## config.mk

```make
export PLATFORM = sky130hd
export DESIGN_NAME = stv_stride_addr_gen
export DESIGN_NICKNAME = d
export VERILOG_FILES = /design/src/rtl/stv_stride_addr_gen.sv
export SDC_FILE = /design/constraint.sdc
export NUM_CORES = 1
export LEC_CHECK = 0
export ABC_AREA = 1
export BUFFER_PORTS_ARGS = -buffer_cell sky130_fd_sc_hd__buf_4
export CAP_MARGIN = 15
export CORE_UTILIZATION = 50
export CTS_CLUSTER_SIZE = 40
export DETAILED_ROUTE_END_ITERATION = 10
export PLACE_DENSITY = 0.79
export SETUP_SLACK_MARGIN = 0.2
export SLEW_MARGIN = 5
export SYNTH_ARGS = -nofsm -noshare
export SYNTH_HDL_FRONTEND = slang
export SYNTH_SLANG_ARGS = --single-unit
```

## constraint.sdc

```tcl
create_clock -name clk -period 4.4 [get_ports clk]
set_input_delay 0.22 -clock clk [delete_from_list [all_inputs] [get_ports clk]]
set_output_delay 0.22 -clock clk [all_outputs]
set_load 0.01 [all_outputs]
```

## src/rtl/stv_stride_addr_gen.sv

```systemverilog
// 2-D strided address generator: walks an inner (x) and outer (y) loop from a captured
// configuration and emits one address per valid/ready handshake, using accumulators only.
module stv_stride_addr_gen #(
  parameter int ADDR_WIDTH = 16,
  parameter int CNT_WIDTH  = 8
) (
  input  logic                  clk,
  input  logic                  arst,
  input  logic                  start,
  input  logic                  abort,
  input  logic [ADDR_WIDTH-1:0] base,
  input  logic [ADDR_WIDTH-1:0] stride_x,
  input  logic [ADDR_WIDTH-1:0] stride_y,
  input  logic [CNT_WIDTH-1:0]  count_x,
  input  logic [CNT_WIDTH-1:0]  count_y,
  output logic                  addr_valid,
  input  logic                  addr_ready,
  output logic [ADDR_WIDTH-1:0] addr,
  output logic                  last_x,
  output logic                  last,
  output logic                  busy,
  output logic                  done
);

  typedef enum logic [1:0] {S_IDLE, S_RUN, S_DONE} state_t;

  localparam logic [CNT_WIDTH-1:0] CNT_ONE = {{(CNT_WIDTH-1){1'b0}}, 1'b1};

  state_t                r_state;
  logic [ADDR_WIDTH-1:0] r_addr;
  logic [ADDR_WIDTH-1:0] r_row_base;
  logic [ADDR_WIDTH-1:0] r_stride_x;
  logic [ADDR_WIDTH-1:0] r_stride_y;
  logic [CNT_WIDTH-1:0]  r_cnt_x;
  logic [CNT_WIDTH-1:0]  r_cnt_y;
  logic [CNT_WIDTH-1:0]  r_x;
  logic [CNT_WIDTH-1:0]  r_y;
  logic                  r_valid;
  logic                  r_last_x;
  logic                  r_last;
  logic                  r_busy;
  logic                  r_done;

  logic                  w_hs;
  logic [CNT_WIDTH-1:0]  w_x_inc;
  logic [CNT_WIDTH-1:0]  w_y_inc;
  logic [ADDR_WIDTH-1:0] w_row_next;

  assign w_hs       = r_valid & addr_ready;
  assign w_x_inc    = r_x + CNT_ONE;
  assign w_y_inc    = r_y + CNT_ONE;
  assign w_row_next = r_row_base + r_stride_y;

  always_ff @(posedge clk or posedge arst) begin
    if (arst) begin
      r_state    <= S_IDLE;
      r_addr     <= '0;
      r_row_base <= '0;
      r_stride_x <= '0;
      r_stride_y <= '0;
      r_cnt_x    <= '0;
      r_cnt_y    <= '0;
      r_x        <= '0;
      r_y        <= '0;
      r_valid    <= 1'b0;
      r_last_x   <= 1'b0;
      r_last     <= 1'b0;
      r_busy     <= 1'b0;
      r_done     <= 1'b0;
    end else begin
      case (r_state)
        S_IDLE: begin
          r_done <= 1'b0;
          if (start && !abort) begin
            r_state    <= S_RUN;
            r_addr     <= base;
            r_row_base <= base;
            r_stride_x <= stride_x;
            r_stride_y <= stride_y;
            r_cnt_x    <= count_x;
            r_cnt_y    <= count_y;
            r_x        <= '0;
            r_y        <= '0;
            r_valid    <= 1'b1;
            r_busy     <= 1'b1;
            r_last_x   <= (count_x == '0);
            r_last     <= (count_x == '0) && (count_y == '0);
          end
        end
        S_RUN: begin
          // abort wins over a coincident handshake, so the final-beat path is checked second
          if (abort || (w_hs && r_last)) begin
            r_state  <= S_DONE;
            r_valid  <= 1'b0;
            r_busy   <= 1'b0;
            r_done   <= 1'b1;
            r_last_x <= 1'b0;
            r_last   <= 1'b0;
          end else if (w_hs) begin
            if (r_x != r_cnt_x) begin
              r_x      <= w_x_inc;
              r_addr   <= r_addr + r_stride_x;
              r_last_x <= (w_x_inc == r_cnt_x);
              r_last   <= (w_x_inc == r_cnt_x) && (r_y == r_cnt_y);
            end else begin
              r_x        <= '0;
              r_y        <= w_y_inc;
              r_row_base <= w_row_next;
              r_addr     <= w_row_next;
              r_last_x   <= (r_cnt_x == '0);
              r_last     <= (r_cnt_x == '0) && (w_y_inc == r_cnt_y);
            end
          end
        end
        S_DONE: begin
          r_state <= S_IDLE;
          r_done  <= 1'b0;
        end
        default: begin
          r_state <= S_IDLE;
          r_valid <= 1'b0;
          r_busy  <= 1'b0;
          r_done  <= 1'b0;
        end
      endcase
    end
  end

  assign addr_valid = r_valid;
  assign addr       = r_addr;
  assign last_x     = r_last_x;
  assign last       = r_last;
  assign busy       = r_busy;
  assign done       = r_done;

endmodule

```

==> qor.yml <==
status: "completed"
htreeDepth: 3
post_cts_resized: 0
power.density_nw_per_um2: 899
clockBufferDepth: 2
die_x_um: 118
area_delta_synth_final_pct: 15.9
postSynthCellCount: 869
grt_pass1_wl_mm: 29.6
antenna_found_initial: 0
maxCapViolations: 0
overflow: 0
io_buffers: 89
synthFlopType: "dfrtp_1"
netlist_top_cells_area: "dfrtp_1, nand2_1, nand3_1, ha_1, nor2_1"
syn_avg_cell_area_um2: 7.75
wl_mm: 17.9
die_h_um: 118
yosysSeqAreaShare_pct: 37.9
synth_top_area_cell: "dfrtp_1"
min_path_type: "primary input to asynchronous set/reset pin"
first_pass_iters: 6
r2r_setup_slack_ps: 1210
dpl.hpwl_mm: 13.4
fin_crit_sh_pct: 72.4
crit_path_max_fanout: 28
finalCriticalPeriod_ps: 3190
slew_headroom_pct: 42.5
synth_edf_count: 0
cp.arrival_ps: 3430
initialDrtViolationCount: 598
worst_ep_required_time_ps: 4650
tns_ps: 0
design.die.area_um2: 13900
via_count: 6278
drc_errors: 0
finalHoldViolations: 0
cts-root-buf: "clkbuf_16"
synth_top_area_share_pct: 37.9
num_rows: 42
setup_viol: 0
vdd_drop_max_uv: 370
clk_pin_slew_worst_paths_ps: 80
r2r_start: "r_state[0]"
syn_area_um2: 6740
cts.sinks: 102
finClkSkew_ps: 9.81
worst_slew_pin_slew_ps: 862
synth.top_cells.by_count: "nand2_1, dfrtp_1, nor2_1"
synth_cell_types: 39
num_io_pins: 90
cts_tree: "yes"
core_um2: 13200
gp_congestion: 0.985
synth_nets: 972
grt_max_degree: 69
cts_hold_buf: 0
fmax_ghz: 0.314
worstSkewPairLatency_ps: 370
slew_viol_final: 0
r2r_cells: 6
grt_pass1_vias: 5951
rsz0062_at_grt: "false"
post_cts_buffers: 0
via_per_inst: 5.55
leakage_uw: 0.00396
cts_made_buffers: 9
crit_type: "flop to flop"
nets: 1053
synthArstFlopShare_pct: 100
end_kind: "flop"
worst_hold_slack_ps: 24.5
gr-usage-all-layers_pct: 27.1
start_util_pct: 51.1
ant_nets: 0
n_antenna_cell: 0
routedWlPerCell_um: 15.8
critPathLaunchType: "flop"
yosysMostFrequentCell: "nand2_1"
yosys_warnings: 0
drive_above_1_share_pct: 17.4
synth_seq_cells: 102
reg2reg_to: "r_cnt_x[6]"
kinds of logic after synthesis:
kind of cell / share of synthesized area [%]
buffers and inverters: 7.41
xor gates and xnor gates: 4.42
DFF: 37.9
and+or+nand+nor: 26.1
muxes: 8.01
AOI/OAI and AO/OA: 9.60
adders and majority gates: 6.54
cell usage in the layout (no fill, tap or decap), types with 9 or more instances in the layout:
| master | n |
|---|---|
| nand2_1 | 211 |
| dfrtp_1 | 102 |
| nor2_1 | 93 |
| buf_4 | 93 |
| inv_1 | 89 |
| nand3_1 | 82 |
| a21oi_1 | 65 |
| ha_1 | 32 |
| mux2_2 | 27 |
| o21ai_0 | 26 |
| xnor2_1 | 17 |
| xor2_1 | 17 |
| mux2_4 | 15 |
| clkbuf_16 | 9 |
stage by stage:
| stage | setup WS, ps | area (µm²) | total power [µW] | cells | utilization [%] |
|---|---|---|---|---|---|
| floorplan | 1500 | 6740 | 5010 | 869 | - |
| global placement | 1330 | 7520 | 5990 | 1115 | 57.0 |
| detailed placement | 1240 | 7520 | 6090 | 1115 | 57.0 |
| CTS | 1220 | 7810 | 6940 | 1131 | 59.2 |
| global route | 958 | 7810 | 7610 | 1131 | 59.2 |
| finish | 1210 | 7810 | 7010 | 1131 | 59.2 |
layer usage:
metal	vias up	GRT usage (%)	routed length, µm
met1	2915	36.0	7650
met4	0	11.3	667
met5	-	0	0
li1	3020	-	-
met2	295	42.8	8170
met3	48	5.81	1430
power breakdown:
| part | internal (µW) | switching, µW |
|---|---|---|
| Sequential | 1370 | 396 |
| Clock | 408 | 396 |
| Combinational | 1760 | 2680 |
state kept, by name, summed over array words and instances (netlist names):
register    flops
r_state         2
busy            1
r_stride_x     16
r_stride_y     16
r_row_base     16
r_cnt_y         8
last_x          1
addr           16
r_y             8
r_x             8
done            1
last            1
r_cnt_x         8
worst max-delay path: stages (launching register included):
cell     delay, ps
dfrtp_1        470
inv_2          110
nor2_4         490
inv_1          550
nand2_2        670
buf_4          390
mux2_2         370
worst max path at each step:
stage,startpoint,endpoint,cells after the start
after floorplan,arst,addr[0],1
after global placement,r_state[0],r_cnt_x[6],6
after detailed placement,r_state[0],r_cnt_x[6],6
after CTS,r_state[0],r_cnt_x[6],6
after global routing,r_state[0],r_cnt_x[6],6
final,r_state[0],r_cnt_x[6],6
layout make-up:
cell class	count	area [µm²]
Tap cell	176	220
Multi-Input combinational cell	651	3690
Inverter	93	352
Sequential cell	102	2550
Clock buffer	10	239
Clock inverter	6	50.0
Timing Repair Buffer	93	698
Fill cell	1188	5380
(Power assumes the default switching activity.)
